$ cat config.mk
export PLATFORM = sky130hd
export DESIGN_NAME = alu_rr_arbiter
export DESIGN_NICKNAME = d
export VERILOG_FILES = /design/src/rtl/alu_rr_arbiter.sv
export SDC_FILE = /design/constraint.sdc
export NUM_CORES = 1
export LEC_CHECK = 0
export CAP_MARGIN = 10
export CORE_AREA = 2 2 311 313
export CTS_CLUSTER_SIZE = 30
export DETAILED_ROUTE_END_ITERATION = 6
export DIE_AREA = 0 0 313 315
export PLACE_DENSITY = 0.36
export SYNTH_ARGS = -nofsm -noshare
export SYNTH_HDL_FRONTEND = slang
export SYNTH_SLANG_ARGS = --single-unit
$ cat constraint.sdc
create_clock -name clk -period 3 [get_ports clk]
set_clock_uncertainty 0.2 [all_clocks]
set_input_delay 0.3 -clock clk [delete_from_list [all_inputs] [get_ports clk]]
set_output_delay 0.3 -clock clk [all_outputs]
set_load 0.02 [all_outputs]
$ cat src/rtl/alu_rr_arbiter.sv
// alu_rr_arbiter: shares one external combinational ALU among NREQ requesters.
// Round-robin grant in IDLE, one operation in flight at a time, with a register
// stage on each side of the ALU (operands out, result/zero back in).
// Optional feature macro: ALU_ARB_OPCHECK_EN. When defined, illegal opcodes are
// rejected at accept time with rsp_err=1 and never reach the ALU.
module alu_rr_arbiter #(
  parameter int NREQ  = 4,
  parameter int WIDTH = 64
) (
  input  logic                  clk,
  input  logic                  rst_n,
  input  logic [NREQ-1:0]       req_valid,
  output logic [NREQ-1:0]       req_ready,
  input  logic [NREQ*WIDTH-1:0] req_a,
  input  logic [NREQ*WIDTH-1:0] req_b,
  input  logic [NREQ*4-1:0]     req_op,
  output logic [WIDTH-1:0]      alu_in0,
  output logic [WIDTH-1:0]      alu_in1,
  output logic [3:0]            alu_ctrl,
  input  logic [WIDTH-1:0]      alu_res,
  input  logic                  alu_zero,
  output logic [NREQ-1:0]       rsp_valid,
  input  logic [NREQ-1:0]       rsp_ready,
  output logic [WIDTH-1:0]      rsp_res,
  output logic                  rsp_zero,
  output logic                  rsp_err
);

  localparam int PW = (NREQ > 1) ? $clog2(NREQ) : 1;

  typedef enum logic [1:0] {
    IDLE = 2'd0,
    EXEC = 2'd1,
    RESP = 2'd2
  } state_t;

  state_t            state;
  logic [PW-1:0]     rr_ptr;
  logic [PW-1:0]     owner;
  logic [PW-1:0]     grant_idx;
  logic [PW-1:0]     cand;
  logic [PW-1:0]     next_ptr;
  logic              grant_any;
  logic [WIDTH-1:0]  sel_a;
  logic [WIDTH-1:0]  sel_b;
  logic [3:0]        sel_op;

  // Requester index k places after the round-robin pointer, wrapping at NREQ.
  function automatic logic [PW-1:0] scan_idx(input logic [PW-1:0] ptr, input int k);
    int sum;
    sum = int'(ptr) + k;
    if (sum >= NREQ) sum = sum - NREQ;
    return PW'(sum);
  endfunction

  function automatic logic [NREQ-1:0] to_onehot(input logic [PW-1:0] idx);
    return {{(NREQ-1){1'b0}}, 1'b1} << idx;
  endfunction

  // Round-robin search: first valid requester starting at rr_ptr.
  always_comb begin
    grant_any = 1'b0;
    grant_idx = '0;
    cand      = '0;
    for (int k = 0; k < NREQ; k++) begin
      cand = scan_idx(rr_ptr, k);
      if (!grant_any && req_valid[cand]) begin
        grant_any = 1'b1;
        grant_idx = cand;
      end
    end
  end

  assign sel_a    = req_a[int'(grant_idx)*WIDTH +: WIDTH];
  assign sel_b    = req_b[int'(grant_idx)*WIDTH +: WIDTH];
  assign sel_op   = req_op[int'(grant_idx)*4 +: 4];
  assign next_ptr = (grant_idx == PW'(NREQ-1)) ? '0 : grant_idx + PW'(1);

  // Only the IDLE state offers a grant; at most one bit is ever set.
  assign req_ready = (state == IDLE && grant_any) ? to_onehot(grant_idx) : '0;

`ifdef ALU_ARB_OPCHECK_EN
  logic err_q;
  logic op_legal;

  assign op_legal = (sel_op == 4'b0000) || (sel_op == 4'b0001) ||
                    (sel_op == 4'b0010) || (sel_op == 4'b0110);
  assign rsp_err  = err_q;

  // Arbitration FSM with opcode screening: illegal ops bypass the ALU entirely.
  always_ff @(posedge clk or negedge rst_n) begin
    if (!rst_n) begin
      state     <= IDLE;
      rr_ptr    <= '0;
      owner     <= '0;
      alu_in0   <= '0;
      alu_in1   <= '0;
      alu_ctrl  <= 4'b0010;
      rsp_valid <= '0;
      rsp_res   <= '0;
      rsp_zero  <= 1'b0;
      err_q     <= 1'b0;
    end else begin
      case (state)
        IDLE: begin
          if (grant_any) begin
            owner   <= grant_idx;
            rr_ptr  <= next_ptr;
            alu_in0 <= sel_a;
            alu_in1 <= sel_b;
            if (op_legal) begin
              alu_ctrl <= sel_op;
              err_q    <= 1'b0;
              state    <= EXEC;
            end else begin
              err_q     <= 1'b1;
              rsp_res   <= '0;
              rsp_zero  <= 1'b0;
              rsp_valid <= to_onehot(grant_idx);
              state     <= RESP;
            end
          end
        end
        EXEC: begin
          rsp_res   <= alu_res;
          rsp_zero  <= alu_zero;
          rsp_valid <= to_onehot(owner);
          state     <= RESP;
        end
        RESP: begin
          if (rsp_ready[owner]) begin
            rsp_valid <= '0;
            state     <= IDLE;
          end
        end
        default: state <= IDLE;
      endcase
    end
  end
`else
  assign rsp_err = 1'b0;

  // Arbitration FSM: every accepted op is forwarded to the ALU through EXEC.
  always_ff @(posedge clk or negedge rst_n) begin
    if (!rst_n) begin
      state     <= IDLE;
      rr_ptr    <= '0;
      owner     <= '0;
      alu_in0   <= '0;
      alu_in1   <= '0;
      alu_ctrl  <= 4'b0010;
      rsp_valid <= '0;
      rsp_res   <= '0;
      rsp_zero  <= 1'b0;
    end else begin
      case (state)
        IDLE: begin
          if (grant_any) begin
            owner    <= grant_idx;
            rr_ptr   <= next_ptr;
            alu_in0  <= sel_a;
            alu_in1  <= sel_b;
            alu_ctrl <= sel_op;
            state    <= EXEC;
          end
        end
        EXEC: begin
          rsp_res   <= alu_res;
          rsp_zero  <= alu_zero;
          rsp_valid <= to_onehot(owner);
          state     <= RESP;
        end
        RESP: begin
          if (rsp_ready[owner]) begin
            rsp_valid <= '0;
            state     <= IDLE;
          end
        end
        default: state <= IDLE;
      endcase
    end
  end
`endif

endmodule

==> summary.md <==
| Metric | Value |
|---|---|
| Status | `finished, final reports clean` |
| Final Total Pwr | `approximately 23 mW` |
| Max Clk Rate | `between 300 and 400 MHz` |
| Crit path kind | `register to output port` |
| Mapped Nets | `a little over 2k` |
| Post-synthesis sequential area ratio | `about 43%` |
| Fill count | `between 10k and 15k` |
| Unique masters post-synth | `31` |
| Place WS | `-397 ps` |
| Die width | `313 um` |
| Buf/Inv on CP | `2` |
| P_leak | `9.74 nW` |
| Area grow syn2layout | `95.0%` |
| Final setup violation count | `0` |
| Worst hold slack | `57.5 ps` |
| CP startpoint kind | `register` |
| Critical path endpoint category | `output port` |
| Die area | `0.0986 mm2` |
| Yosys top cell by area | `dfrtp_1` |
| Arrival time worst endpoint | `between 2000 and 2500 ps` |
| Cell count after synthesis | `1407` |
| Worst vdd ir | `0.512 mV` |
| Initial antenna violation count | `10` |
| Yosys warns | `0` |
| Wirelength, routed | `73700 um` |
| Residual DRC | `0` |
| Fin. max-slew vios | `0` |
| Slowest cell on crit path | `dfrtp_2` |
| Setup TNS | `0 ps` |
| Core box area | `0.0957 mm2` |
| Clock transition at path regs | `60 ps` |
| Hold Path Sink | `rsp_res[1]` |
| Data required, critical path | `2500 ps` |
| Largest net degree at the start of global routing | `97` |
| Max Buffers Root-to-Sink | `3` |
| CTS tree | `yes` |
| Setup bufs post-CTS | `0` |
| Final weighted congestion in routability-driven placement | `roughly 0.83` |
| Yosys top cell area share | `42.6%` |
| Hold path depth | `3` |
| CTS Buf Count | `31` |
| R2r setup slk | `220 ps` |
| Final Cycle Share | `between 90% and 100%` |
| Iter 0 DRT Violations | `roughly 820` |
| Fin worst setup slack | `148 ps` |
| Num rows | `114` |
| Vias in the first global route | `15.1k` |
| Top cells by area, synth | `dfrtp_1 43%, a211oi_1 16%, and3_1 14%` |
| RSZ-0062 raised after global routing | `false` |
| DRT antenna net count | `0` |
| Family with the most delay on the worst path | `compound AO/OA/AOI/OAI gates` |
| Max-Cap Viols | `0` |
| Starting Density | `12.7%` |
| Post-Synthesis Cell Area | `0.0121 mm2` |
| Area of the multi-input gates | `0.00621 mm2` |
| Port buffer count | `807` |
| Share of cells above drive strength 1 | `6.30%` |
| Clk_lat worst skew | `620 ps` |
| Pwr dens | `962 mW/mm2` |
| Critical path's largest stage delay | `440 ps` |
| R2R depth | `8` |
| Post-DP HPWL | `around 55000 um` |
| Final net count | `2818` |
| Fin crit period | `2850 ps` |
| Register bit total from synthesis | `207` |
| Fin. Hold Viols | `0` |
| Global route overflow | `0` |
| H-tree depth | `1` |
| Overall routing resource usage | `14.2%` |
| Critical-path cell list | `a21boi_0, o32ai_4, inv_6, a211oi_1, dlygate4sd2_1` |
| Crit-path max FO | `7` |
| Reg area | `0.00518 mm2` |
| Worst-Margin Slew | `approximately 780 ps` |
| Wire length of the first global-routing pass | `106000 um` |
| CTS Sinks | `207` |
| Vias | `~14k` |
| Syn avg cell area | `8.61 um2` |
| Wire length per cell | `20.9 um` |
| R2R Path End | `alu_in0[49]` |
| Hold Path Origin | `alu_res[1]` |
| Slew headroom | `47.7%` |
| Die height | `315 um` |
| Pre-antenna DRT Iters | `5` |
| Worst r2r src | `rr_ptr[0]` |
| DR vias/cell | `4.11` |
| # IOs | `809` |
| Hold crit path type | `input pin to register` |
| Root Buffer Master | `clkbuf_16` |
==> routing by layer <==
| layer | track usage [%] | share of wire, % |
|---|---|---|
| met2 | 25.0 | 50 |
| met1 | 17.0 | 40 |
| met4 | 4.00 | 2.6 |
| met3 | 3.58 | 6.8 |
| met5 | 0 | 0.028 |
==> state kept, by name, indices dropped and copies added (netlist names) <==
register,flops
rsp_res,64
rsp_valid,4
alu_in1,64
rsp_zero,1
rr_ptr,2
alu_in0,64
state,2
alu_ctrl,4
owner,2
==> worst min-delay path: stages <==
cell	delay (ps)
clkdlybuf4s50_1	430
nand2_1	70
nand2_1	40
==> cells in the final DEF, fill, tap and decap left out, drive strengths merged, types with 2 or more instances in the layout <==
master	instances
a211oi	266
a21oi	2
a32o	2
and3	265
buf	75
bufinv	7
clkbuf	44
clkdlybuf4s50	802
clkinv	6
dfrtp	206
diode	8
dlygate4sd2	2
dlygate4sd3	58
inv	4
nand2	337
nand2b	2
nor2	5
nor2b	6
o31ai	136
==> repair_timing <==
item,CTS,global route
hold endpoints to repair,122,0
pin swaps,0,1
endpoints found under the setup margin,4,2
gates resized for setup,6,4
hold buffers,58,0
==> where the power goes <==
part	internal, mW	switching, mW	total [mW]
registers	4.24	0.860	5.10
clock network	2.62	1.58	4.20
logic	5.82	7.59	13.4
==> synth_stat cells <==
library cell,n
conb_1,1
o32ai_1,1
and2_1,1
nand2_1,336
inv_1,2
buf_2,32
a32o_1,2
inv_2,1
or4b_1,1
a21boi_0,1
dfstp_2,1
nand2_4,1
ha_1,1
and3_1,265
a21oi_1,2
o21ai_0,1
or2_2,1
dfrtp_1,206
nor2_1,5
a22o_1,1
nor2b_1,6
nand2b_1,2
a211oi_1,266
o31ai_1,136
buf_6,4
mux4_2,1
buf_4,21
clkbuf_2,1
clkbuf_1,104
or4_1,1
buf_1,3
==> cells by family (layout without fill, tap and decap cells) <==
| logic type | count (synthesis) | count (layout) | synth area share (%) |
|---|---|---|---|
| and+or+nand+nor | 619 | 619 | 25.0 |
| DFF | 207 | 207 | 42.8 |
| adders and majority gates | 1 | 1 | 0.103 |
| other | 1 | 9 | 0.0310 |
| buffers and inverters | 168 | 1000 | 6.45 |
| AOI/OAI and AO/OA | 410 | 410 | 25.4 |
| muxes | 1 | 1 | 0.186 |
==> through the flow <==
| stage | util [%] | area, um2 | std cells |
|---|---|---|---|
| 2_1_floorplan | - | 12100 | 1407 |
| 6_report | 24.7 | 23600 | 3523 |
| 3_3_place_gp | 22.9 | 21900 | 3399 |
| 4_1_cts | 24.6 | 23600 | 3515 |
| 3_5_place_dp | 22.9 | 21900 | 3399 |
| 5_1_grt | 24.7 | 23600 | 3521 |
==> how the worst max path moves through the flow <==
stage,from,endpoint,slack [ps],cells after the start
after global placement,req_valid[3],alu_in0[48],-360,9
after floorplan,req_valid[2],req_ready[3],670,8
final,rr_ptr[1],req_ready[0],150,5
after detailed placement,req_valid[3],alu_in0[48],-400,9
after global routing,rr_ptr[1],req_ready[0],4,5
after CTS,rr_ptr[1],req_ready[3],10,5
==> layout make-up <==
class	instances	share of cell area [%]
clock buffers	43	3.69
inverters	3	0.0689
flip-flops and latches	207	21.9
repair buffers	939	40.0
well taps	1276	6.76
diodes	8	0.0848
multi-input cells	1032	26.3
clock inverters	15	1.13
No activity file was read; power rests on OpenSTA's default activity.
